### config.mk
export PLATFORM = sky130hd
export DESIGN_NAME = mem_ctrl
export DESIGN_NICKNAME = d
export VERILOG_FILES = /design/src/rtl/mem_ctrl_pkg.sv /design/src/rtl/mem_ctrl.sv
export SDC_FILE = /design/constraint.sdc
export NUM_CORES = 1
export LEC_CHECK = 0
export BUFFER_PORTS_ARGS = -buffer_cell sky130_fd_sc_hd__clkbuf_2
export CAP_MARGIN = 5
export CORE_MARGIN = 10
export CORE_UTILIZATION = 57
export DETAILED_ROUTE_END_ITERATION = 16
export GPL_TIMING_DRIVEN = 0
export MAX_ROUTING_LAYER = met4
export PLACE_DENSITY = 0.81
export SYNTH_ARGS = -nofsm -noshare
export SYNTH_HDL_FRONTEND = slang
export SYNTH_SLANG_ARGS = --single-unit
### constraint.sdc
create_clock -name clk -period 3.45 [get_ports clk]
set_clock_uncertainty 0.05 [all_clocks]
set_input_delay 0.5175 -clock clk [delete_from_list [all_inputs] [get_ports clk]]
set_output_delay 0.5175 -clock clk [all_outputs]
set_load 0.1 [all_outputs]
### src/rtl/mem_ctrl_pkg.sv
// Shared constants for the byte-serial memory controller: widths, op codes,
// FSM state encodings and small byte/extension helpers.
package mem_ctrl_pkg;

  localparam int DAT_W = 32;
  localparam int OP_W  = 4;

  localparam logic [OP_W-1:0] LB  = 4'd0;
  localparam logic [OP_W-1:0] LH  = 4'd1;
  localparam logic [OP_W-1:0] LW  = 4'd2;
  localparam logic [OP_W-1:0] LBU = 4'd3;
  localparam logic [OP_W-1:0] LHU = 4'd4;
  localparam logic [OP_W-1:0] SB  = 4'd5;
  localparam logic [OP_W-1:0] SH  = 4'd6;
  localparam logic [OP_W-1:0] SW  = 4'd7;

  // Addresses with both of these bits set map to the UART.
  localparam logic [31:0] IO_MASK = 32'h0003_0000;

  localparam logic [2:0] ST_IDLE   = 3'd0;
  localparam logic [2:0] ST_DLOAD  = 3'd1;
  localparam logic [2:0] ST_DSTORE = 3'd2;
  localparam logic [2:0] ST_FETCH  = 3'd3;
  localparam logic [2:0] ST_IOWAIT = 3'd4;

  function automatic logic is_io(input logic [31:0] adr);
    return (adr & IO_MASK) == IO_MASK;
  endfunction

  function automatic logic [7:0] byte_of(input logic [DAT_W-1:0] w, input logic [1:0] k);
    logic [7:0] b;
    case (k)
      2'd0:    b = w[7:0];
      2'd1:    b = w[15:8];
      2'd2:    b = w[23:16];
      default: b = w[31:24];
    endcase
    return b;
  endfunction

  function automatic logic [DAT_W-1:0] load_ext(input logic [OP_W-1:0] op, input logic [DAT_W-1:0] w);
    logic [DAT_W-1:0] r;
    case (op)
      LB:      r = {{24{w[7]}}, w[7:0]};
      LBU:     r = {24'b0, w[7:0]};
      LH:      r = {{16{w[15]}}, w[15:0]};
      LHU:     r = {16'b0, w[15:0]};
      default: r = w;
    endcase
    return r;
  endfunction

endpackage

### src/rtl/mem_ctrl.sv
// Byte-serial memory controller: arbitrates LSB data requests over instruction
// fetches and moves 1/2/4-byte transfers through a single byte-wide RAM port.
module mem_ctrl
  import mem_ctrl_pkg::*;
(
  input  logic             clk,
  input  logic             rst,
  input  logic             en,
  input  logic             br_flag_i,
  input  logic             lsb_en_i,
  input  logic             lsb_rwen_i,
  input  logic [OP_W-1:0]  lsb_op_i,
  input  logic [2:0]       lsb_len_i,
  input  logic [31:0]      lsb_adr_i,
  input  logic [DAT_W-1:0] lsb_dat_i,
  output logic             lsb_done_o,
  output logic [DAT_W-1:0] lsb_dat_o,
  input  logic             if_en_i,
  input  logic [31:0]      if_adr_i,
  output logic             if_done_o,
  output logic [DAT_W-1:0] if_dat_o,
  input  logic [7:0]       mem_din_i,
  output logic [7:0]       mem_dout_o,
  output logic [31:0]      mem_a_o,
  output logic             mem_wr_o,
  input  logic             io_buffer_full_i,
  output logic [2:0]       dbg_state_o
);

  // Handshakes: lsb_en_i is a one-cycle pulse (latched into the pending slot
  // when busy); if_en_i stays high until if_done_o; each done is a 1-cycle pulse.
  logic [2:0]       r_state;
  logic [2:0]       r_cnt;
  logic [7:0]       r_buf [0:3];
  logic [OP_W-1:0]  r_op;
  logic [2:0]       r_len;
  logic [31:0]      r_adr;
  logic [DAT_W-1:0] r_dat;

  logic             r_p_vld;
  logic             r_p_rwen;
  logic [OP_W-1:0]  r_p_op;
  logic [2:0]       r_p_len;
  logic [31:0]      r_p_adr;
  logic [DAT_W-1:0] r_p_dat;

  logic             w_req_rwen;
  logic [OP_W-1:0]  w_req_op;
  logic [2:0]       w_req_len;
  logic [31:0]      w_req_adr;
  logic [DAT_W-1:0] w_req_dat;
  logic             w_req_go;
  logic             w_take_data;
  logic             w_take_fetch;
  logic [2:0]       w_cnt_nx;
  logic             w_last;
  logic [DAT_W-1:0] w_word;

  assign w_req_rwen = r_p_vld ? r_p_rwen : lsb_rwen_i;
  assign w_req_op   = r_p_vld ? r_p_op   : lsb_op_i;
  assign w_req_len  = r_p_vld ? r_p_len  : lsb_len_i;
  assign w_req_adr  = r_p_vld ? r_p_adr  : lsb_adr_i;
  assign w_req_dat  = r_p_vld ? r_p_dat  : lsb_dat_i;

  // A flush kills outstanding loads but a store must always go out.
  assign w_req_go     = (r_p_vld | lsb_en_i) & (w_req_rwen | ~br_flag_i);
  assign w_take_data  = (r_state == ST_IDLE) & w_req_go;
  assign w_take_fetch = (r_state == ST_IDLE) & ~w_req_go & if_en_i & ~br_flag_i;

  assign w_cnt_nx    = r_cnt + 3'd1;
  assign w_last      = (w_cnt_nx == r_len);
  assign dbg_state_o = r_state;

  // The final byte bypasses the buffer so the result is ready at edge N.
  always_comb begin
    w_word = '0;
    for (int i = 0; i < 4; i++) begin
      w_word[8*i +: 8] = (r_cnt[1:0] == 2'(i)) ? mem_din_i : r_buf[i];
    end
  end

  always_ff @(posedge clk) begin
    if (rst) begin
      r_state    <= ST_IDLE;
      r_cnt      <= '0;
      r_op       <= '0;
      r_len      <= '0;
      r_adr      <= '0;
      r_dat      <= '0;
      for (int i = 0; i < 4; i++) r_buf[i] <= '0;
      r_p_vld    <= 1'b0;
      r_p_rwen   <= 1'b0;
      r_p_op     <= '0;
      r_p_len    <= '0;
      r_p_adr    <= '0;
      r_p_dat    <= '0;
      lsb_done_o <= 1'b0;
      lsb_dat_o  <= '0;
      if_done_o  <= 1'b0;
      if_dat_o   <= '0;
      mem_dout_o <= '0;
      mem_a_o    <= '0;
      mem_wr_o   <= 1'b0;
    end else if (en) begin
      lsb_done_o <= 1'b0;
      if_done_o  <= 1'b0;

      if (w_take_data) begin
        r_p_vld <= 1'b0;
      end else if (lsb_en_i && r_state != ST_IDLE && (lsb_rwen_i || !br_flag_i)) begin
        r_p_vld  <= 1'b1;
        r_p_rwen <= lsb_rwen_i;
        r_p_op   <= lsb_op_i;
        r_p_len  <= lsb_len_i;
        r_p_adr  <= lsb_adr_i;
        r_p_dat  <= lsb_dat_i;
      end else if (br_flag_i && !r_p_rwen) begin
        r_p_vld <= 1'b0;
      end

      case (r_state)
        ST_IDLE: begin
          if (w_take_data) begin
            r_op    <= w_req_op;
            r_len   <= w_req_len;
            r_adr   <= w_req_adr;
            r_dat   <= w_req_dat;
            r_cnt   <= '0;
            mem_a_o <= w_req_adr;
            if (!w_req_rwen) begin
              r_state <= ST_DLOAD;
            end else if (is_io(w_req_adr) && io_buffer_full_i) begin
              r_state <= ST_IOWAIT;
            end else begin
              r_state    <= ST_DSTORE;
              mem_wr_o   <= 1'b1;
              mem_dout_o <= w_req_dat[7:0];
            end
          end else if (w_take_fetch) begin
            r_op    <= LW;
            r_len   <= 3'd4;
            r_adr   <= if_adr_i;
            r_cnt   <= '0;
            mem_a_o <= if_adr_i;
            r_state <= ST_FETCH;
          end
        end
        ST_DLOAD, ST_FETCH: begin
          if (br_flag_i) begin
            r_state <= ST_IDLE;
            r_cnt   <= '0;
          end else begin
            r_buf[r_cnt[1:0]] <= mem_din_i;
            if (w_last) begin
              r_state <= ST_IDLE;
              r_cnt   <= '0;
              if (r_state == ST_DLOAD) begin
                lsb_done_o <= 1'b1;
                lsb_dat_o  <= load_ext(r_op, w_word);
              end else begin
                if_done_o <= 1'b1;
                if_dat_o  <= w_word;
              end
            end else begin
              r_cnt   <= w_cnt_nx;
              mem_a_o <= r_adr + 32'(w_cnt_nx);
            end
          end
        end
        ST_DSTORE: begin
          if (w_last) begin
            mem_wr_o   <= 1'b0;
            lsb_done_o <= 1'b1;
            r_state    <= ST_IDLE;
            r_cnt      <= '0;
          end else begin
            r_cnt      <= w_cnt_nx;
            mem_a_o    <= r_adr + 32'(w_cnt_nx);
            mem_dout_o <= byte_of(r_dat, w_cnt_nx[1:0]);
          end
        end
        ST_IOWAIT: begin
          if (!io_buffer_full_i) begin
            r_state    <= ST_DSTORE;
            mem_wr_o   <= 1'b1;
            mem_dout_o <= r_dat[7:0];
          end
        end
        default: r_state <= ST_IDLE;
      endcase
    end
  end

endmodule

After elaboration in Yosys (flattened, before gate mapping)
Memories as Yosys holds them, arrays and structs flattened. Index checks and enable logic that the tools add are counted.

Memories: 1. Output and inout port bits: 110. Bits of input ports: 119. Logic and storage cells: 151. Bits in registers: 257. RAM bits: 32.

Reduce and logical (&&, ||, !) cells: 29. Equality and inequality tests: 22. $add $sub $neg: 2. Bitwise operators: 11. Muxes and demuxes: 67.

Memories: r_buf (words 4, width 8, rd ports 4, clocked after memory_dff 0, wr ports 4, line mem_ctrl.sv:34) `logic [7:0] r_buf [0:3];`.

Operators by type and width (number): $mux 32 (6); $pmux 32 s4 (1); $pmux 32 s3 (1); $mux 8 (10); $pmux 8 s3 (2); $mux 3 (14); $add 32x3->32 (1); $mux 1 (25); $reduce_and 3->1 (5); $ne 2x2->1 const B (7); $reduce_and 7->1 (2); $mux 4 (3); $pmux 3 s4 (1); $reduce_bool 3->1 (4); $reduce_and 5->1 (2); $pmux 3 s3 (1); $eq 2x2->1 const B (4); $reduce_or 8->1 (1); $eq 3x2->1 const B (2); $and 1x1->1 (5); $eq 2x1->1 const B (2); $eq 4x1->1 const B (1); $eq 4x2->1 const B (1); $eq 4x3->1 const B (1); other kinds (20) (29).

Depth between registers and ports, before layout
Gate-level depths: netlist of run 1.

Depth in word-level cells: 10. Gate-level depth with buffers: 10. Gate-level depth less buffers: 10.

Worst setup path before layout of run 1
Ideal clock, no wire load.

Kind: reg2reg. From: register r_cnt[0]. To: register mem_a_o[23]. Setup time: 0.086 ns. Required time: 3.314 ns. Cell stages (with the launch flop): 11. Data arrival time: 2.723 ns. Path slack: 0.591 ns. Cells stage by stage: dfxtp_1 > ha_1 > buf_1 > xor2_1 > ha_1 > nand3_1 > a211o_1 > nor4_1 > xor2_1 > mux2i_1 > a211oi_1.

Longest elaborated chain between the ends: 5. Elaborated cells on any way between the ends: 6. Classes of those cells: add/sub: 2; eq/ne: 1; mux: 3.

RTL lines: from (decl) (line mem_ctrl.sv:33) `logic [2:0] r_cnt;`; from (signal assigned) (line mem_ctrl.sv:165) `r_cnt <= w_cnt_nx;`; from (signal assigned) (line mem_ctrl.sv:177) `r_cnt <= w_cnt_nx;`; $add 3x1->3 (*) (line mem_ctrl.sv:70) `assign w_cnt_nx = r_cnt + 3'd1;`; $add 32x3->32 / $eq 3x3->1 (equally long branches) (line mem_ctrl.sv:166, mem_ctrl.sv:178, mem_ctrl.sv:71); $mux 32 (*) (line mem_ctrl.sv:154, mem_ctrl.sv:171); $mux 32 (line mem_ctrl.sv:149) `if (br_flag_i) begin`; $pmux 32 s3 (*) (line mem_ctrl.sv:121) `case (r_state)`; to (signal assigned) (line mem_ctrl.sv:129) `mem_a_o <= w_req_adr;`; to (signal assigned) (line mem_ctrl.sv:166) `mem_a_o <= r_adr + 32'(w_cnt_nx);`; to (signal assigned) (line mem_ctrl.sv:178) `mem_a_o <= r_adr + 32'(w_cnt_nx);`; to (decl) (line mem_ctrl.sv:24) `output logic [31:0] mem_a_o,`.

Mark *: on every way between the ends. The rest lies on a longest branch, timed or not. The select of a mux whose other input is x is not followed. A chain may end at the register's enable or synchronous reset.

Final worst setup path of run 1
From: register r_cnt[1]. To: register mem_a_o[23].

Same word-level chain as after synthesis.

==> impl_metrics.yaml, run 1 <==
timing:
  maxSlewHeadroom_pct: 19.8
  finalHoldViolCount: 0
  setup_slack_ps: 212
  tightest_slew_ps: 1190
  fin_crit_ps: 3240
  grt_setup_unrepaired: "false"
  clock.fmax_mhz: 309
  finalMaxSlewViolations: 0
  min_period_over_period_pct: 93.8
  setup_viol: 0
critical_path:
  reg2reg_depth: 10
  arrival_ps: 3660
  cp_cell_sequence: "ha_1 > buf_2 > xor2_1 > ha_1 > a21oi_1 > a211o_1 > nor4_1 > xor2_1 > mux2i_1 > a211oi_1"
  cp-startpoint: "r_cnt[1]"
  crit_path_top_delay_cell: "dfxtp_1"
  worstSetupEndpointType: "flop"
  critPathLaunchType: "flop"
  reg2reg_from: "r_cnt[1]"
  crit_required_ps: 3870
  slowest_delay_ps: 470
  path_class: "flop to flop"
  path_buf_inv: 1
  cp_max_fo: 10
  rrSetupSlack_ps: 210
  crit_family: "compound AO/OA/AOI/OAI gates"
  r2r-end: "mem_a_o[23]"
cts:
  clock_latency_ps: 560
  cts_buffers: 30
  clk_path_buf_depth: 3
  clk_pin_slew_worst_paths_ps: 70
  h-tree-depth: 1
  clockRootBuffer: "clkbuf_16"
  tritoncts: "done"
  clock_sinks: 289
power_and_ir_drop:
  p_int_mw: 5.88
  switching_share_pct: 31.9
  power.leakage_nw: 6.17
  report.power.total_mw: 8.63
  pwr-share-clk_pct: 37.0
  ir_drop_v: 0.000379
  pwr-share-seq_pct: 42.8
  pwr_density_cell_nw_per_um2: 535
  switching_power_mw: 2.76
  p_comb_share_pct: 20.2
finish:
  fill_cells: 1927
  design_area_um2: 16100
  seq_area_um2: 6110
  final_util_pct: 68.7
  area_delta_synth_final_pct: 18.5
  drive_above_1_share_pct: 20.2
  mostFrequentLayoutCell: "nand2_1"
  layout_common_cells: "nand2_1 (261), dfxtp_1 (256), clkbuf_2 (227)"
  multi_input_area_um2: 6870
  nets: 1985
die:
  initial_core_util_pct: 58.0
  die_area_um2: 30500
  die_y_um: 175
  die_w_um: 175
  pin_count: 229
  core_um2: 23500
  num_rows: 56
global_route:
  grt_pass1_vias: 12611
  grt_pass1_wl_um: 69200
  antenna_found_initial: 0
  grt_start_max_net_pins: 15
  grtUsageTotal_pct: 28.6
  grt.overflow.total: 0
placement:
  place_congestion: 0.967
  pre_cts_ws_ps: -85.5
  hpwl_um: 33500
  placed_area_um2: 15200
  port_buffers: 227
detailed_routing:
  drtAntennaViolNets: 0
  drtIter0Drc: 1535
  wl_per_cell_um: 20.5
  finalWirelength_um: 45000
  drc: 0
  vias_per_cell: 6.07
  dr.pass1.iters: 7
  vias: 13319
synth:
  synth_edf_count: 32
  avgSynthCellArea_um2: 8.53
  synth.distinct_cells: 79
  yosys.area.top_type_share_pct: 37.8
  async_reset_ff_share_pct: 0
  synth_area_um2: 13600
  ys_seq_elements: 289
  syn_inst: 1596
  ys_warn_count: 0
  syn_nets: 1726
  synth_ff_type: "dfxtp_1"
  synth.area.top_cells: "dfxtp_1 (38%), nand2_1 (7.2%), edfxtp_1 (7.1%)"
  synth_largest_area_cell: "dfxtp_1"
  ys_seq_area_share_pct: 44.8
hold_path:
  min_from: "lsb_dat_i[16]"
  hold_class: "primary input to flop"
  min_to: "r_p_dat[16]"
  holdPathStages: 3
outcome:
  status: "completed"
flow_run:
  cap_violations: 0
logic make-up after synthesis:
kind of cell               synth area share [%]
muxes                                      8.23
and+or+nand+nor                            20.5
adders and majority gates                  1.07
xor gates and xnor gates                   2.16
DFF                                        44.8
AOI/OAI and AO/OA                          18.3
buffers and inverters                      4.84
metrics by stage:
| stage | hold slack, ps | TNS, ps | instances |
|---|---|---|---|
| after floorplan | 386 | 0 | 1596 |
| after global placement | 391 | -22.3 | 2142 |
| after detailed placement | 396 | -108 | 2142 |
| after CTS | 131 | 0 | 2195 |
| after global routing | 140 | 0 | 2195 |
| final | 137 | 0 | 2196 |
registers in the layout, summed over array words and instances, names as in the netlist:
| signal | cells |
|---|---|
| r_p_dat | 32 |
| r_p_op | 4 |
| r_p_adr | 32 |
| r_op | 4 |
| r_p_vld | 1 |
| if_done_o | 1 |
| if_dat_o | 32 |
| mem_wr_o | 1 |
| r_len | 3 |
| r_cnt | 3 |
| lsb_dat_o | 32 |
| r_adr | 32 |
| mem_a_o | 32 |
| dbg_state_o | 3 |
| r_buf | 32 |
| r_p_len | 3 |
| lsb_done_o | 1 |
| r_p_rwen | 1 |
| mem_dout_o | 8 |
| r_dat | 32 |
cells in the mapped netlist (3+ instances only):
library cell / number
nand3_1: 25
ha_1: 10
nand2b_1: 6
nor2b_1: 4
mux2i_1: 85
dfxtp_1: 257
a21oi_1: 172
o21ai_1: 31
clkbuf_8: 3
nand3b_1: 4
o211ai_1: 15
a311oi_1: 3
nand4_1: 6
and3_1: 16
or2_2: 5
buf_1: 3
xor2_1: 20
or3_1: 5
nor2_1: 146
mux2_2: 24
a211oi_1: 72
nor3_1: 84
a222oi_1: 8
nor4_1: 9
buf_2: 44
buf_6: 5
inv_1: 11
edfxtp_1: 32
nand2_1: 261
and2_1: 26
o311a_1: 7
xnor2_1: 11
o21a_1: 3
o21ai_0: 45
o31ai_1: 11
clkbuf_1: 69
what timing repair did:
item	CTS	global route
buffers inserted	0	0
hold buffers	0	0
endpoints found under the setup margin	4	14
resized for setup	2	2
power by group through the flow:
stage / combinational (mW) / clock (mW) / sequential (mW)
final: 1.75 / 3.19 / 3.69
after global routing: 1.84 / 3.34 / 3.71
after CTS: 1.71 / 3.19 / 3.69
after detailed placement: 1.70 / 0 / 3.76
after global placement: 1.68 / 0 / 3.75
after floorplan: 0.785 / 0 / 4.17
final cells by class:
cell class	count	area share (%)
tap	319	2.47
clock buffer	48	5.64
timing repair buffer	227	7.04
clock inverter	5	0.310
multi-input combinational	1167	42.6
buffer	127	3.79
sequential	289	37.9
antenna	1	0.0155
inverter	13	0.302
how the worst max path moves through the flow:
stage          depth (start not counted)  slack, ps           to
3_3_place_gp                          10        -20  mem_a_o[29]
6_report                              10        210  mem_a_o[23]
3_5_place_dp                          10        -90  mem_a_o[29]
5_1_grt                               10         80  mem_a_o[21]
4_1_cts                               10        150  mem_a_o[23]
2_1_floorplan                         10        590  mem_a_o[23]
worst register-to-register path: stages (launching register included):
cell and delay (ps):
dfxtp_1 470, ha_1 280, buf_2 280, xor2_1 220, ha_1 340, a21oi_1 170, a211o_1 460, nor4_1 360
xor2_1 190, mux2i_1 90, a211oi_1 240
routing by layer:
| layer | vias to the layer above | track usage [%] | wire (um) |
|---|---|---|---|
| li1 | 6182 | - | - |
| met1 | 6216 | 39.7 | 19400 |
| met4 | 0 | 8.83 | 1430 |
| met5 | - | - | 0 |
| met2 | 800 | 42.0 | 19400 |
| met3 | 121 | 4.94 | 4720 |
Note: power is estimated with default switching activity, not from simulation.
==> inputs of run 2 (changes only) <==
CORE_UTILIZATION = 45   (was 57)
PLACE_DENSITY = 0.66   (was 0.81)
==> impl_metrics.yaml, run 2 (synthesized netlist as in run 1, its figures left out) <==
outcome:
  status: "completed"
global_route:
  grt_pass1_wl_um: 73300
  grt_pass1_vias: 12326
  antenna_found_initial: 2
  grtUsageTotal_pct: 25.1
  grt.overflow.total: 0
  grt_start_max_net_pins: 15
placement:
  placed_area_um2: 15200
  hpwl_um: 36700
  port_buffers: 227
  place_congestion: 0.960
die:
  num_rows: 63
  die_w_um: 194
  pin_count: 229
  die_area_um2: 37600
  core_um2: 29700
  initial_core_util_pct: 45.8
  die_y_um: 194
cts:
  cts_hold_buf: 0
  tritoncts: "done"
  clock_sinks: 289
  post-cts-setup-buffers: 0
  clockRootBuffer: "clkbuf_16"
  h-tree-depth: 2
  clk_pin_slew_worst_paths_ps: 60
  clock_latency_ps: 520
  cts_buffers: 34
  clk_path_buf_depth: 3
finish:
  layout_common_cells: "nand2_1 (261), dfxtp_1 (256), clkbuf_2 (227)"
  mostFrequentLayoutCell: "nand2_1"
  drive_above_1_share_pct: 20.8
  area_delta_synth_final_pct: 20.4
  nets: 1989
  design_area_um2: 16400
hold_path:
  holdPathStages: 3
  hold_class: "primary input to flop"
  min_to: "r_p_adr[7]"
  min_from: "lsb_adr_i[7]"
timing:
  setup_viol: 0
  grt_setup_unrepaired: "false"
  finalHoldViolCount: 0
  maxSlewHeadroom_pct: 19.3
  min_period_over_period_pct: 94.2
  fin_crit_ps: 3250
  finalMaxSlewViolations: 0
  tightest_slew_ps: 1200
  clock.fmax_mhz: 308
  fin_tns_setup_ps: 0
critical_path:
  worstSetupEndpointType: "flop"
  critPathLaunchType: "flop"
  crit_required_ps: 3830
  slowest_delay_ps: 470
  path_class: "flop to flop"
  reg2reg_depth: 10
  crit_path_top_delay_cell: "a211o_2"
  reg2reg_from: "r_cnt[1]"
  r2r-end: "mem_a_o[23]"
  cp_max_fo: 10
  arrival_ps: 3630
  rrSetupSlack_ps: 200
  cp_cell_sequence: "ha_1 > buf_2 > xor2_1 > ha_1 > a21oi_1 > a211o_2 > nor4_1 > xor2_1 > mux2i_1 > a211oi_1"
  cp-startpoint: "r_cnt[1]"
detailed_routing:
  drt-met1-wl_um: 21700
  top_layer: "met4"
  vias_per_cell: 5.63
  routed-wl-met3_um: 3830
  vias: 12818
  wl_per_cell_um: 21.3
  drtAntennaViolNets: 0
  drtIter0Drc: 1169
  drc: 0
  finalWirelength_um: 48400
  dr.pass1.iters: 8
  wl_met2_um: 21600
power_and_ir_drop:
  pwr-share-clk_pct: 40.2
  switching_power_mw: 2.91
  pwr_density_cell_nw_per_um2: 557
  p_int_mw: 6.22
  power.leakage_nw: 6.25
  ir_drop_v: 0.000359
  switching_share_pct: 31.9
  pwr-share-seq_pct: 40.5
  report.power.total_mw: 9.13
  p_comb_share_pct: 19.3
flow_run:
  cap_violations: 0
## run 2: layer usage
layer,vias to the layer above,global-route usage [%]
met5,-,-
li1,6190,-
met4,0,7.21
met1,6038,33.5
met3,74,4.75
met2,516,37.9
## run 2: power by group through the flow
stage / sequential [mW] / clock [mW] / combinational [mW]
2_1_floorplan: 4.17 / 0 / 0.785
3_3_place_gp: 3.76 / 0 / 1.72
3_5_place_dp: 3.77 / 0 / 1.73
4_1_cts: 3.70 / 3.71 / 1.74
5_1_grt: 3.71 / 3.85 / 1.88
6_report: 3.70 / 3.67 / 1.76
## run 2: layout make-up
| type | count | area [um^2] |
|---|---|---|
| timing repair buffer | 227 | 1140 |
| multi-input combinational | 1167 | 6860 |
| antenna | 2 | 5.00 |
| fill | 2833 | 13300 |
| buffer | 127 | 612 |
| tap | 390 | 488 |
| clock buffer | 45 | 963 |
| clock inverter | 15 | 170 |
| inverter | 13 | 48.8 |
| sequential | 289 | 6110 |
## run 2: stage by stage
| stage | hold slack, ps | setup WS, ps | std cells | util, % |
|---|---|---|---|---|
| after floorplan | 386 | 591 | 1596 | - |
| after global placement | 389 | -161 | 2213 | 51.3 |
| after detailed placement | 396 | -199 | 2213 | 51.3 |
| after CTS | 178 | 110 | 2273 | 55.1 |
| after global routing | 184 | 12.0 | 2275 | 55.2 |
| final | 186 | 201 | 2275 | 55.2 |
## run 2: worst max-delay path, delay by kind of cell, from the launching register on
family	cells	cell delay (ps)
compound gates	3	890
xor+xnor	2	430
fa+ha+maj	2	600
buf+inv	1	300
flops	1	460
mux	1	110
simple gates	1	310
## run 2: worst max path at each step
stage,end,slack (ps),depth (start not counted)
after CTS,mem_a_o[23],110,10
final,mem_a_o[23],200,10
after floorplan,mem_a_o[23],590,10
after detailed placement,mem_a_o[29],-200,10
after global routing,mem_a_o[23],10,10
after global placement,mem_a_o[29],-160,10
## run 2: repair_timing
item                       4_1_cts  5_1_grt
resized for setup                2        2
hold endpoints to repair         0        0
setup endpoints to repair        7       21
